<file path="src/rtl/ser_rx.sv">
// Serial frame receiver: start bit, DW data bits LSB first, optional even parity, stop bit.
// One bit per clock, no oversampling; result pulses one cycle after the stop-bit edge.
module ser_rx #(
    parameter int DW     = 8,
    parameter int PAR_EN = 1
) (
    input  logic          CK,
    input  logic          RST,
    input  logic          D,
    output logic [DW-1:0] Q,
    output logic          VALID,
    output logic          ERR,
    output logic          BUSY,
    output logic [7:0]    CNT
);

    localparam int CW = (DW > 1) ? $clog2(DW) : 1;
    localparam logic [CW-1:0] LAST_BIT = CW'(DW - 1);

    typedef enum logic [1:0] {IDLE, DATA, PARITY, STOP} state_t;

    state_t          state_reg;
    state_t          state_next;
    logic [DW-1:0]   shift_reg;
    logic [DW-1:0]   shift_next;
    logic [CW-1:0]   bit_cnt_reg;
    logic            par_err_reg;
    logic            ok_pend_reg;
    logic            err_pend_reg;

    // LSB-first: each new bit enters at the top and works its way down.
    generate
        if (DW == 1) begin : g_shift_one
            assign shift_next = D;
        end else begin : g_shift_many
            assign shift_next = {D, shift_reg[DW-1:1]};
        end
    endgenerate

    always_ff @(posedge CK) begin
        if (RST) begin
            state_reg <= IDLE;
        end else begin
            state_reg <= state_next;
        end
    end

    always_comb begin
        state_next = state_reg;
        case (state_reg)
            IDLE: begin
                if (!D) begin
                    state_next = DATA;
                end
            end
            DATA: begin
                if (bit_cnt_reg == LAST_BIT) begin
                    state_next = (PAR_EN != 0) ? PARITY : STOP;
                end
            end
            PARITY:  state_next = STOP;
            STOP:    state_next = IDLE;
            default: state_next = IDLE;
        endcase
    end

    // The stop-bit verdict is held for one edge in *_pend_reg so that the
    // result pulses land one edge later, while the FSM is already free to
    // accept a back-to-back start bit.
    always_ff @(posedge CK) begin
        if (RST) begin
            Q            <= '0;
            VALID        <= 1'b0;
            ERR          <= 1'b0;
            BUSY         <= 1'b0;
            CNT          <= 8'd0;
            shift_reg    <= '0;
            bit_cnt_reg  <= '0;
            par_err_reg  <= 1'b0;
            ok_pend_reg  <= 1'b0;
            err_pend_reg <= 1'b0;
        end else begin
            VALID        <= ok_pend_reg;
            ERR          <= err_pend_reg;
            ok_pend_reg  <= 1'b0;
            err_pend_reg <= 1'b0;
            BUSY         <= (state_next != IDLE);
            if (ok_pend_reg) begin
                Q   <= shift_reg;
                CNT <= CNT + 8'd1;
            end
            case (state_reg)
                IDLE: begin
                    bit_cnt_reg <= '0;
                    par_err_reg <= 1'b0;
                end
                DATA: begin
                    shift_reg   <= shift_next;
                    bit_cnt_reg <= bit_cnt_reg + CW'(1);
                end
                PARITY: begin
                    par_err_reg <= (^shift_reg) ^ D;
                end
                STOP: begin
                    if (D && !par_err_reg) begin
                        ok_pend_reg <= 1'b1;
                    end else begin
                        err_pend_reg <= 1'b1;
                    end
                end
                default: begin
                    bit_cnt_reg <= '0;
                end
            endcase
        end
    end

endmodule

</file>
<file path="config.mk">
export PLATFORM = sky130hd
export DESIGN_NAME = ser_rx
export DESIGN_NICKNAME = d
export VERILOG_FILES = /design/src/rtl/ser_rx.sv
export SDC_FILE = /design/constraint.sdc
export NUM_CORES = 1
export LEC_CHECK = 0
export BUFFER_PORTS_ARGS = -buffer_cell sky130_fd_sc_hd__buf_2
export CAP_MARGIN = 15
export CORE_UTILIZATION = 49
export DETAILED_ROUTE_END_ITERATION = 6
export PLACE_DENSITY = 0.82
export SYNTH_ARGS = -nofsm -noshare
export SYNTH_HDL_FRONTEND = slang
export SYNTH_SLANG_ARGS = --single-unit
</file>
<file path="constraint.sdc">
create_clock -name CK -period 1.2 [get_ports CK]
set_input_delay 0.06 -clock CK [delete_from_list [all_inputs] [get_ports CK]]
set_output_delay 0.06 -clock CK [all_outputs]
set_load 0.03 [all_outputs]
</file>
==> results by group <==
Final layout
  • Ratio of cells with drive above 1 in the final layout: 0.296
  • FILL cells: 229
  • Antenna diodes: 0
  • Post-route insts no fill: 209
  • NumNets Final: 186
  • Register Area: 713 µm²
  • Multi-input gate area: 658 µm²
  • Area grow syn2layout: 21.1%

Global routing
  • Vias in the first global route: 904
  • Initial antenna violation count: 0
  • Total grt overflow: 0
  • Largest net degree at the start of global routing: 24
  • Global-route wire length before repair: 4050 µm
  • Tot GR Track Use: 0.202

Setup path
  • Highest-delay cell along the critical path: xnor3_1
  • CP Cell Sequence: xnor2_1 -> xnor3_1 -> nand2_1 -> o221ai_2
  • Worst stage delay on the critical path: 0.44 ns
  • Worst endpoint required time: 1.42 ns
  • Worst-path fanout max: 2
  • Element type at the critical path start: flop
  • Worst setup EP type: flop
  • WS Path Type: reg -> reg
  • Critical Path AT: 1.44 ns

Route
  • Via count: 1094
  • First-pass iteration count of the detailed router: 4
  • Iter 0 DRT Violations: 34
  • Drt total wl: 2730 µm
  • Drt wl/cell: 13.1 µm
  • Drt via density: 5.23
  • Routed Antenna Nets: 0
  • DRC violations left: 0

Synthesis
  • Post-Syn Area per Cell: 9.26 µm²
  • Post-synth EDFFs: 0
  • Seq/Total Area, Yosys: 0.511
  • Top-count cell post-synth: dfxtp_1
  • Ys flop type: dfxtp_1
  • Ys async rst share: 0
  • Number of synthesized register bits: 35
  • Commonest cells post-synth: 35 x dfxtp_1, 24 x nand2_1, 21 x nor2_1
  • Top cell type's share of synthesized area: 0.511
  • Syn Nets: 154
  • Yosys warning count: 0
  • Synth Instances: 148
  • Distinct cells, synth: 25
  • Area leader, netlist: dfxtp_1
  • Ranking of synthesized cells by area: dfxtp_1 51%, mux2i_1 6.6%, nand2_1 6.6%
  • Mapped Area: 1370 µm²

STA
  • Tcrit/Tclk final: 1.02
  • Final Slew Violations: 0
  • Worst setup margin: -0.0225 ns
  • F_max: 818 MHz
  • Final Hold Viols: 0
  • Setup violations, final: 1
  • Worst Skew: 0.00554 ns
  • RSZ-0062 raised after global routing: true
  • Actual slew at the worst max-slew pin: 0.414 ns
  • WHS: 0.0315 ns
  • Final min period: 1.22 ns
  • Slew HR: 0.724

Die
  • Die Area: 3010 µm²
  • FP Rows: 18
  • Die width: 54.9 µm
  • Core area: 2570 µm²
  • Effective utilization at floorplan: 0.534
  • IO Count: 22
  • Die H: 54.9 µm

Power and ir drop
  • Tot Pwr: 0.00187 W
  • Power Density: 1130 nW/µm²
  • Max VDD drop: 1.04 mV
  • Leak: 0.677 nW

Clock network
  • TritonCTS clock tree: done
  • Worst skew pair latency: 0.34 ns
  • CTS Buffer Depth: 2
  • Clock root cell: clkbuf_4
  • Clk slew on worst S/H paths: 0.10 ns
  • Clock Sink Count: 35
  • CTS Buf Count: 5
  • H-tree depth: 2

Worst hold path
  • Tightest Hold Check Type: in -> reg

Outcome
  • Status: complete, but fails checks
  • Failing checks: negative setup slack

Placed design
  • Detailed placement HPWL: 1830 µm
  • Final GP Congestion: 0.733
  • Place WS: -0.0285 ns
  • PortBufs: 21
  • Placed Cells: 201

Job
  • # Max-Cap Violations: 0
==> where the power goes <==
part	switching (W)	leakage, nW	internal, W	total [W]
Sequential	0.00000781	0.288	0.00117	0.00118
Combinational	0.0000635	0.365	0.0000489	0.000112
Clock	0.000368	0.0242	0.000208	0.000576
Total	0.000439	0.677	0.00143	0.00187
==> worst max-delay path, delay by kind of cell (launching register included) <==
| kind | cells | cell delay [ns] |
|---|---|---|
| XOR/XNOR | 2 | 0.58 |
| AO/OA/AOI/OAI | 1 | 0.08 |
| AND/OR/NAND/NOR | 1 | 0.10 |
| flip-flops | 1 | 0.34 |
==> stage by stage <==
stage	utilization	TNS, ns	area [µm²]
floorplan	-	0	1380
finish	0.646	-0.0225	1660
global placement	0.609	0	1560
detailed placement	0.609	-0.0488	1560
global route	0.646	-0.131	1660
CTS	0.630	-0.0313	1620
==> cell families after synthesis <==
group	share of synthesized area
xor+xnor	0.0840
compound gates	0.0868
simple gates	0.193
fa+ha+maj	0.0274
mux	0.0658
buf+inv	0.0320
flops	0.511
==> layer usage <==
| layer | GRT usage | up-vias | share of wire | wire length, µm |
|---|---|---|---|---|
| met5 | 0 | - | 0 | 0 |
| met4 | 0.0897 | 0 | 0.016 | 44 |
| li1 | - | 553 | - | - |
| met1 | 0.239 | 512 | 0.46 | 1250 |
| met3 | 0.0833 | 5 | 0.043 | 117 |
| met2 | 0.317 | 24 | 0.48 | 1310 |
==> layout by cell type, fill, tap and decap left out, types with 2 or more instances in the layout <==
cell type / instances
nand2b_1: 3
a21oi_1: 14
buf_4: 12
mux2i_1: 9
nand4_1: 3
o21ai_1: 2
nor2_1: 21
nor2b_1: 3
clkbuf_4: 5
xnor2_1: 3
o21ai_0: 2
buf_2: 21
nand2_1: 23
dfxtp_1: 25
or3_1: 2
ha_4: 2
xor2_1: 5
xnor3_1: 2
dfxtp_2: 10
==> cell type report <==
class / instances / share of cell area
tap: 30 / 0.0226
clock buffer: 6 / 0.0249
sequential: 35 / 0.430
timing repair buffer: 34 / 0.124
multi-input combinational: 103 / 0.397
inverter: 1 / 0.00226
==> what timing repair did <==
item	CTS	global route
hold endpoints to repair	1	0
setup buffers	0	1
resized for setup	3	9
pin swaps	3	5
hold buffers	1	0
endpoints found under the setup margin	4	6
==> worst paths after layout <==
| check | endpoint | slack [ns] | from | cells after the start |
|---|---|---|---|---|
| worst min-delay path | shift_reg[7] | 0.03 | D | 3 |
| worst max-delay path | par_err_reg | -0.02 | shift_reg[6] | 4 |
| worst max register to register | par_err_reg | -0.02 | shift_reg[6] | 4 |
| worst min register to register | ERR | 0.45 | err_pend_reg | 1 |
Note: power is estimated with default switching activity, not from simulation.
